### config.mk
export PLATFORM = sky130hd
export DESIGN_NAME = pipe_stage_reg
export DESIGN_NICKNAME = d
export VERILOG_FILES = /design/src/rtl/pipe_stage_reg.sv
export SDC_FILE = /design/constraint.sdc
export NUM_CORES = 1
export LEC_CHECK = 0
export CAP_MARGIN = 20
export CORE_UTILIZATION = 44
export DETAILED_ROUTE_END_ITERATION = 10
export GPL_ROUTABILITY_DRIVEN = 0
export PLACE_DENSITY = 0.85
export SYNTH_ARGS = -nofsm -noshare
export SYNTH_HDL_FRONTEND = slang
export SYNTH_SLANG_ARGS = --single-unit
### constraint.sdc
create_clock -name clock -period 1.8 [get_ports clock]
set_input_delay 0.45 -clock clock [delete_from_list [all_inputs] [get_ports clock]]
set_output_delay 0.45 -clock clock [all_outputs]
set_load 0.05 [all_outputs]
### src/rtl/pipe_stage_reg.sv
// Generic inter-stage pipeline register with hold, bubble, flush,
// optional one-entry skid buffer and saturating perf counters.
//
// Ports:
//   clock, reset      : posedge clock, synchronous active-high reset
//   x_ctrl, x_data    : control vector and payload from producer stage x
//   x_stall           : producer output this cycle is a bubble
//   m_stall           : consumer stage m stalled, hold contents
//   m_flush           : kill contents (mispredict / exception)
//   x_ready           : stage accepts x output this cycle
//   m_ctrl, m_data    : registered control vector and payload
//   m_valid           : main register holds a non-bubble entry
//   skid_full         : skid entry occupied (0 when SKID=0)
//   stall_cycles      : saturating count of stalled valid cycles
//   bubble_cycles     : saturating count of bubbles captured
module pipe_stage_reg #(
  parameter int CTRL_W = 4,
  parameter int DATA_W = 32,
  parameter int SKID   = 0,
  parameter int CNT_W  = 16
) (
  input  logic              clock,
  input  logic              reset,
  input  logic [CTRL_W-1:0] x_ctrl,
  input  logic [DATA_W-1:0] x_data,
  input  logic              x_stall,
  input  logic              m_stall,
  input  logic              m_flush,
  output logic              x_ready,
  output logic [CTRL_W-1:0] m_ctrl,
  output logic [DATA_W-1:0] m_data,
  output logic              m_valid,
  output logic              skid_full,
  output logic [CNT_W-1:0]  stall_cycles,
  output logic [CNT_W-1:0]  bubble_cycles
);

  localparam logic SKID_EN = (SKID != 0);
  localparam logic [CNT_W-1:0] ONE = {{(CNT_W-1){1'b0}}, 1'b1};

  logic [CTRL_W-1:0] ctrl_q, ctrl_d;
  logic [DATA_W-1:0] data_q, data_d;
  logic              valid_q, valid_d;
  logic [CTRL_W-1:0] sk_ctrl_q, sk_ctrl_d;
  logic [DATA_W-1:0] sk_data_q, sk_data_d;
  logic              sk_full_q, sk_full_d;
  logic [CNT_W-1:0]  stall_q, stall_d;
  logic [CNT_W-1:0]  bub_q, bub_d;

  function automatic logic [CNT_W-1:0] sat_inc(
    input logic [CNT_W-1:0] v
  );
    return (&v) ? v : v + ONE;
  endfunction

  always_comb begin
    ctrl_d    = ctrl_q;
    data_d    = data_q;
    valid_d   = valid_q;
    sk_ctrl_d = sk_ctrl_q;
    sk_data_d = sk_data_q;
    sk_full_d = sk_full_q;
    stall_d   = stall_q;
    bub_d     = bub_q;
    if (m_flush) begin
      // payload is left alone; only the control side is killed
      ctrl_d    = '0;
      valid_d   = 1'b0;
      sk_full_d = 1'b0;
    end else if (m_stall) begin
      if (valid_q) begin
        stall_d = sat_inc(stall_q);
      end
      // park a real entry; a bubble is simply dropped
      if (SKID_EN && !sk_full_q && !x_stall) begin
        sk_ctrl_d = x_ctrl;
        sk_data_d = x_data;
        sk_full_d = 1'b1;
      end
    end else if (sk_full_q) begin
      // drain skid first; x was held off by x_ready=0
      ctrl_d    = sk_ctrl_q;
      data_d    = sk_data_q;
      valid_d   = 1'b1;
      sk_full_d = 1'b0;
    end else begin
      data_d = x_data;
      if (x_stall) begin
        ctrl_d  = '0;
        valid_d = 1'b0;
        bub_d   = sat_inc(bub_q);
      end else begin
        ctrl_d  = x_ctrl;
        valid_d = 1'b1;
      end
    end
  end

  always_ff @(posedge clock) begin
    if (reset) begin
      ctrl_q    <= '0;
      data_q    <= '0;
      valid_q   <= 1'b0;
      sk_ctrl_q <= '0;
      sk_data_q <= '0;
      sk_full_q <= 1'b0;
      stall_q   <= '0;
      bub_q     <= '0;
    end else begin
      ctrl_q    <= ctrl_d;
      data_q    <= data_d;
      valid_q   <= valid_d;
      sk_ctrl_q <= sk_ctrl_d;
      sk_data_q <= sk_data_d;
      sk_full_q <= sk_full_d;
      stall_q   <= stall_d;
      bub_q     <= bub_d;
    end
  end

  // with a skid, ready is registered and independent of m_stall
  assign x_ready       = SKID_EN ? ~sk_full_q : ~m_stall;
  assign m_ctrl        = ctrl_q;
  assign m_data        = data_q;
  assign m_valid       = valid_q;
  assign skid_full     = sk_full_q;
  assign stall_cycles  = stall_q;
  assign bubble_cycles = bub_q;

endmodule

Yosys cells after proc, flatten, opt, wreduce, memory -nomap -nowiden --
Cells that the tools add are included. Widths: inputs -> output; s select.
Storage, ports and cells: latch bits 0, logic and storage cells 19, memories 0, bits in registers 69, memory bits (writable) 0, memory bits (read-only) 0
Operators by class: shifts and indexed selects 0, div/mod/pow operators 0, muxes and demuxes 2, add/sub/neg operators 2, bitwise operators 4, reduce and logical (&&, ||, !) cells 6, equal/unequal tests 0, multipliers 0, order comparisons 0
Operator list (count):
- $add 16x1->16 const B | 2
- $reduce_and 16->1 | 2
- $reduce_and 4->1 | 2
- $mux 4 | 1
- $not 1->1 | 4
- $reduce_and 2->1 | 1
- $reduce_or 2->1 | 1
- $mux 1 | 1

Depth between registers and ports, before layout --
Gate-level depths: netlist of run 1.
depth after elaboration 3, depth in mapped cells 6, depth with buffers taken out 5

Worst setup path before layout of run 1 --
Ideal clock, no wire load.
path type reg-to-reg, start register bub_q[0] (netlist: bubble_cycles[0]), end register bub_q[1] (netlist: bubble_cycles[1]), path buffers 1, path slack -0.197 ns, data arrival time 1.927 ns, cell stages (with the launch flop) 7, setup time 0.070 ns, data required time 1.730 ns, path through dfxtp_1 ha_1 nand3_1 nor4_4 buf_2 o21ai_0 a21oi_1
Between the ends: longest elaborated chain between the ends 3, elaborated cells between the ends (all ways) 4, those cells by class add/sub (1); bitwise (1); reduce/logical (2)
Ends and longest elaborated chain:
- start: declaration | line 48 | logic [CNT_W-1:0] bub_q, bub_d;
- start signal: assignment | line 117 | bub_q <= bub_d;
- parallel branches: the longest is 3 deep, another holds $add 16x1->16
Several ways; the timed one is not identified. A chain may end at the register's enable or synchronous reset.

Worst setup path after layout of run 1 --
start input m_stall, end register bub_q[15] (netlist: bubble_cycles[15])
Between the ends: longest elaborated chain between the ends 2
Ends and longest elaborated chain:
- start: declaration | line 27 | input logic m_stall,
- $not 1->1 (no line)
- $reduce_and 4->1 (no line)
No other way between the ends.

==> summary.md, run 1 <==
| Metric | Value |
|---|---|
| Placed cell area | `0.00414 sq mm` |
| Final wirelength | `8110 um` |
| Worst EP arrival | `2020 ps` |
| Layout cell share with drive strength beyond 1 | `between 30% and 40%` |
| Setup WS post-layout | `62.4 ps` |
| Clk Latency, worst-skew pair | `340 ps` |
| Syn Area/Cell | `around 8.3 sq um` |
| Hold EP | `m_ctrl[2]$_SDFFE_PP0N_` |
| Diode count | `0` |
| Final Hold Vio Count | `0` |
| Type of the most critical hold path | `input port to flip-flop` |
| DRT iter0 DRCs | `~190` |
| Worst path bufs/invs | `2` |
| Fin area | `0.00439 sq mm` |
| MaxCap Viol Count | `0` |
| Drt first pass iters | `7` |
| Largest net degree at the start of global routing | `33` |
| Clock Pin Slew Worst Setup and Hold Paths | `about 70 ps` |
| Gr usage total | `23.5%` |
| Top Family by Delay on Critical Path | `simple AND/OR/NAND/NOR gates` |
| Post-Synthesis Cells | `356` |
| CTS tree | `built` |
| WHS Path Cells | `3` |
| Status | `finished with violations` |
| Die width | `84.1 um` |
| Synthesized area | `slightly below 0.003 sq mm` |
| Worst Hold Launch | `m_flush` |
| First-pass GRT wire length | `13,500 um` |
| Post-CTS Hold Fix Bufs | `0` |
| Grt total ovfl | `0` |
| Synthesis-stage register bit count | `69` |
| Die Area | `0.00708 sq mm` |
| Port buffer count | `110` |
| Syn-to-layout area delta | `47.7%` |
| FF-to-FF path depth | `5` |
| Placed wire-length estimate | `5700 um` |
| Syn Nets | `399` |
| Row count | `29` |
| Yosys cell types | `39` |
| Worst IR drop on VDD | `roughly 520 uV` |
| Minimum clock period | `roughly 1700 ps` |
| Post-route antenna net violation count | `0` |
| Initial antenna violation count | `0` |
| Crit. End Element | `flip-flop` |
| Crit Path Class | `input port to flip-flop` |
| Fmax | `576 MHz` |
| WP depth | `6` |
| Core area | `0.00642 sq mm` |
| Post-CTS Setup Bufs | `0` |
| Slowest cell delay on critical path | `500 ps` |
| Leak Pwr | `1.73 nW` |
| Vias per inst | `5.56` |
| Setup TNS | `0 ps` |
| H-Tree Depth | `3` |
| I/O pins | `112` |
| R2r setup slk | `100 ps` |
| CTS Buf Count | `9` |
| Reg2reg start | `bubble_cycles[0]$_SDFFE_PP0P_` |
| Die span in y | `84.1 um` |
| Crit path cell chain | `dlygate4sd2_1, buf_4, nand4bb_4, nand3b_4, or4_4, a21oi_2` |
| Placed Cells | `around 550` |
| Worst Clk Skew | `4.23 ps` |
| Fin nets | `523` |
| Critical path fanouts, max | `8` |
| Worst-case clock buffer depth | `2` |
| Capture point of the worst reg-to-reg path | `bubble_cycles[8]$_SDFFE_PP0P_` |
| Drt wl/cell | `14.4 um` |
| Worst slack, placed | `-545 ps` |
| RSZ-0062 raised after global routing | `true` |
| Starting density of the core | `a little under half` |
| Type of origin of the critical path | `input port` |
| Post-Layout Cell Count | `562` |
| Pwr dens | `739 mW/mm^2` |
| Vias in the first global route | `just under 3,000` |
| Final slew viol count | `0` |
| Post-route DRC violation count | `12` |
| Clock root buffer | `clkbuf_8` |
| Final Cycle Share | `96.5%` |
| # clock sinks | `69` |
| Via count | `3,126` |
| Yosys warning count | `0` |
| Failing checks | `DRC` |
| Req. time, crit path | `2080 ps` |
| # setup viols final | `0` |
| Critical-path top delay cell | `or4_4` |
| Seq/Total Area, Yosys | `46.5%` |
## state kept, by name (all words and copies together), names as in the netlist
name	cells
m_ctrl	4
m_data	32
stall_cycles	16
m_valid	1
bubble_cycles	16
## cells in the mapped netlist
cell,count,share of area [%]
nand2_1,73,9.2
dfxtp_1,69,47
a21oi_1,61,10
clkbuf_1,16,2.0
o31ai_1,14,3.5
or3_1,13,2.7
or4_1,13,3.3
o21ai_0,12,2.0
nand3_1,10,1.7
nand4_1,10,2.1
nor3_1,9,1.5
nor2_1,7,0.89
and4_1,5,1.5
inv_1,4,0.51
a22oi_1,3,0.76
and3_1,3,0.63
buf_2,3,0.51
nand3b_1,3,0.76
buf_4,2,0.51
ha_1,2,0.84
mux2_2,2,0.76
nor2b_1,2,0.42
nor3b_1,2,0.51
nor4_1,2,0.42
o41ai_1,2,0.59
a41oi_1,1,0.30
and3b_1,1,0.30
conb_1,1,0.13
nand3b_4,1,0.67
nand4_2,1,0.42
nand4bb_4,1,0.93
nor2_2,1,0.21
nor4_2,1,0.42
nor4_4,1,0.72
nor4b_1,1,0.30
o2111ai_1,1,0.30
o311ai_0,1,0.30
or2_2,1,0.21
xor2_1,1,0.30
## cells in the final DEF (no fill, tap or decap), types with 4 or more instances in the layout
cell / netlist / final
a21oi_1: 61 / 59
and4_1: 5 / 5
buf_4: 2 / 91
clkbuf_8: 0 / 9
clkdlybuf4s50_1: 0 / 36
dfxtp_1: 69 / 43
dfxtp_2: 0 / 26
inv_1: 4 / 4
nand2_1: 73 / 73
nand3_1: 10 / 9
nand4_1: 10 / 10
nor2_1: 7 / 7
nor3_1: 9 / 8
o21ai_0: 12 / 12
o31ai_1: 14 / 13
or3_1: 13 / 12
or4_1: 13 / 12
## per-layer routing
| metal | wire [um] | up-vias | track usage, % |
|---|---|---|---|
| met5 | 0 | - | 0 |
| met4 | 251 | 0 | 13.8 |
| met3 | 389 | 23 | 4.23 |
| met2 | 4100 | 94 | 39.5 |
| met1 | 3370 | 1465 | 28.3 |
| li1 | - | 1544 | - |
## how the worst max path moves through the flow
stage | slack, ps | end | startpoint
2_1_floorplan | 4 | bubble_cycles[15]$_SDFFE_PP0P_ | bubble_cycles[13]$_SDFFE_PP0P_
5_1_grt | -20 | bubble_cycles[8]$_SDFFE_PP0P_ | bubble_cycles[0]$_SDFFE_PP0P_
3_3_place_gp | -520 | bubble_cycles[14]$_SDFFE_PP0P_ | m_stall
6_report | 60 | bubble_cycles[15]$_SDFFE_PP0P_ | m_stall
4_1_cts | 2 | bubble_cycles[14]$_SDFFE_PP0P_ | m_flush
3_5_place_dp | -550 | bubble_cycles[14]$_SDFFE_PP0P_ | m_stall
## worst register-to-register path: cells and delay by family, from the launching register on
kind                       cells  cell delay [ps]
and+or+nand+nor                3              900
AOI/OAI and AO/OA              1              140
adders and majority gates      1              210
DFF                            1              380
## metrics by stage
stage	utilization (%)	hold slack, ps	total power (W)
3_5_place_dp	64.4	449	0.00205
2_1_floorplan	-	586	0.00186
6_report	68.3	454	0.00324
3_3_place_gp	64.4	442	0.00204
4_1_cts	67.5	459	0.00327
5_1_grt	68.3	466	0.00336
## kinds of logic after synthesis
| group | count (synthesis) | share of synthesized area, % |
|---|---|---|
| flops | 69 | 46.5 |
| mux | 2 | 0.758 |
| buf+inv | 25 | 3.54 |
| other cells | 1 | 0.126 |
| fa+ha+maj | 2 | 0.843 |
| xor+xnor | 1 | 0.295 |
| compound gates | 95 | 18.1 |
| simple gates | 161 | 29.8 |
## cell type report
class / instances / area (sq um)
Tap cell: 77 / 96.3
Sequential cell: 69 / 1410
Multi-Input combinational cell: 262 / 1540
Inverter: 4 / 15.0
Clock buffer: 10 / 128
Fill cell: 531 / 2040
Timing Repair Buffer: 134 / 1130
Clock inverter: 6 / 63.8
## repair_timing
action / in CTS / in global routing
endpoints found under the hold margin: 0 / 0
endpoints found under the setup margin: 21 / 16
resized for setup: 3 / 11
pin swaps: 3 / 3
## power breakdown
group | switching (W) | internal [W] | total [W] | leakage (nW)
combinational | 0.000255 | 0.000173 | 0.000428 | 1.06
sequential | 0.0000206 | 0.00156 | 0.00158 | 0.573
clock | 0.000594 | 0.000637 | 0.00123 | 0.0923
Power figures use the tool's default switching activity.
==> run 2, diff against run 1 <==
- MAX_ROUTING_LAYER: default -> met4
==> run 2 against run 1 <==
Against the previous run: non-clock buffer count unchanged; via count increased by 0.99%; design area is the same; largest cell class unchanged; first-iteration DRC count grew 18%; flip-flop and latch count is the same; largest power group unchanged; critical path type unchanged; core utilization stayed put; hold slack worse by 1.0 ps; routed wire length grew 1.1%; the flow still finishes with violations (DRC); register-to-register slack barely moved; clock-buffer cell count unchanged.
==> summary.md, run 2 (synthesized netlist as in run 1, its figures left out) <==
| Metric | Value |
|---|---|
| Status | `finished with violations (unchanged)` |
| Failing checks | `DRC (unchanged)` |
| Die span in y | `84.1 um (unchanged)` |
| # setup viols final | `0 (unchanged)` |
| Worst IR drop on VDD | `517 uV (was 516 uV)` |
| Fin nets | `523 (unchanged)` |
| Via count | `3,157 (was 3,126)` |
| CTS tree | `built (unchanged)` |
| Vias in the first global route | `2,946 (was 2,940)` |
| Worst-case clock buffer depth | `2 (unchanged)` |
| Placed wire-length estimate | `5700 um (unchanged)` |
| MaxCap Viol Count | `0 (unchanged)` |
| Critical path fanouts, max | `8 (unchanged)` |
| Layout cell share with drive strength beyond 1 | `32.0% (unchanged)` |
| Crit. End Element | `flip-flop (unchanged)` |
| Post-route DRC violation count | `12 (unchanged)` |
| # clock sinks | `69 (unchanged)` |
| Syn-to-layout area delta | `47.7% (unchanged)` |
| I/O pins | `112 (unchanged)` |
| Clock root buffer | `clkbuf_8 (unchanged)` |
| Fmax | `575 MHz (was 576 MHz)` |
| Port buffer count | `110 (unchanged)` |
| Clk Latency, worst-skew pair | `340 ps (about the same)` |
| Crit Path Class | `input port to flip-flop (unchanged)` |
| Clock Pin Slew Worst Setup and Hold Paths | `70 ps (about the same)` |
| Req. time, crit path | `2080 ps (about the same)` |
| Most frequent cells in the layout | `buf_4 (91), nand2_1 (73), a21oi_1 (59) (unchanged)` |
| Worst slack, placed | `-545 ps (unchanged)` |
| First-pass GRT wire length | `13,400 um (was 13,500 um)` |
| Drt first pass iters | `7 (unchanged)` |
| Minimum clock period | `1740 ps (about the same)` |
| Gr usage total | `24.2% (was 23.5%)` |
| Die Area | `0.00708 sq mm (unchanged)` |
| Vias per inst | `5.62 (was 5.56)` |
| Core area | `0.00642 sq mm (unchanged)` |
| Starting density of the core | `46.2% (unchanged)` |
| CTS Buf Count | `9 (unchanged)` |
| Total power | `0.00324 W (about the same)` |
| Final wirelength | `8190 um (was 8110 um)` |
| Post-route antenna net violation count | `0 (unchanged)` |
| Leak Pwr | `1.73 nW (unchanged)` |
| Final slew viol count | `0 (unchanged)` |
| Final Hold Vio Count | `0 (unchanged)` |
| Final Cycle Share | `96.6% (was 96.5%)` |
| Pwr dens | `740 mW/mm^2 (was 739 mW/mm^2)` |
| Type of the most critical hold path | `input port to flip-flop (unchanged)` |
| Most common cell after layout, fill and taps aside | `buf_4 (unchanged)` |
| Row count | `29 (unchanged)` |
| Setup WS post-layout | `61.5 ps (was 62.4 ps)` |
| Diode count | `0 (unchanged)` |
| Largest register FFs | `32 (unchanged)` |
| Initial antenna violation count | `0 (unchanged)` |
| RSZ-0062 raised after global routing | `true (unchanged)` |
| DRT iter0 DRCs | `222 (was 188)` |
| Type of origin of the critical path | `input port (unchanged)` |
| Worst Clk Skew | `3.96 ps (was 4.23 ps)` |
| Drt wl/cell | `14.6 um (was 14.4 um)` |
| Worst EP arrival | `2020 ps (about the same)` |
| Post-CTS Setup Bufs | `0 (unchanged)` |
| H-Tree Depth | `3 (unchanged)` |
| Grt total ovfl | `0 (unchanged)` |
| Largest net degree at the start of global routing | `33 (unchanged)` |
| Fillers | `531 (unchanged)` |
| Die width | `84.1 um (unchanged)` |
| Post-CTS Hold Fix Bufs | `0 (unchanged)` |
-- run 2: repair_timing --
item                       4_1_cts  5_1_grt
pin swaps                        3        3
setup endpoints to repair       21       16
resized for setup                3       11
-- run 2: worst max-delay path, stage by stage --
cell and delay [ps]:
dlygate4sd2_1 310, buf_4 190, nand4bb_4 230, nand3b_4 220, or4_4 500, a21oi_2 120
-- run 2: area by class of cell --
type	instances	area [sq um]	area share, %
timing repair buffer	134	1130	25.8
inverter	4	15.0	0.342
clock inverter	6	63.8	1.45
multi-input combinational	262	1540	35.0
clock buffer	10	128	2.91
sequential	69	1410	32.2
tap	77	96.3	2.20
-- run 2: stage by stage --
| stage | utilization (%) | cells | hold WS, ps | TNS [ps] | instance area (sq um) |
|---|---|---|---|---|---|
| global placement | 64.4 | 546 | 442 | -17240 | 4140 |
| global route | 68.3 | 562 | 466 | -21.3 | 4390 |
| floorplan | - | 356 | 586 | 0 | 3010 |
| finish | 68.3 | 562 | 453 | 0 | 4390 |
| detailed placement | 64.4 | 546 | 449 | -18320 | 4140 |
| CTS | 67.5 | 562 | 459 | 0 | 4330 |
-- run 2: per-layer routing --
layer	global-route usage, %	vias to the layer above	share of wire, %
met4	13.9	0	3.4
met3	4.23	27	4.7
met1	28.3	1478	42
met2	39.3	105	50
li1	-	1547	-
met5	-	-	0
-- run 2: final timing paths --
| kind | startpoint | cells past startpoint | end | slack (ps) |
|---|---|---|---|---|
| hold reg to reg | m_data[14]$_SDFFE_PP0P_ | 2 | m_data[14]$_SDFFE_PP0P_ | 460 |
| setup / recovery | m_stall | 6 | bubble_cycles[15]$_SDFFE_PP0P_ | 60 |
| setup reg to reg | bubble_cycles[0]$_SDFFE_PP0P_ | 5 | bubble_cycles[8]$_SDFFE_PP0P_ | 100 |
| hold / removal | m_flush | 3 | m_ctrl[2]$_SDFFE_PP0N_ | 450 |
-- run 2: where the power goes --
group	switching, W	total (W)	internal, W
logic	0.000256	0.000428	0.000173
clock network	0.000596	0.00123	0.000637
registers	0.0000208	0.00158	0.00156
total	0.000873	0.00324	0.00237
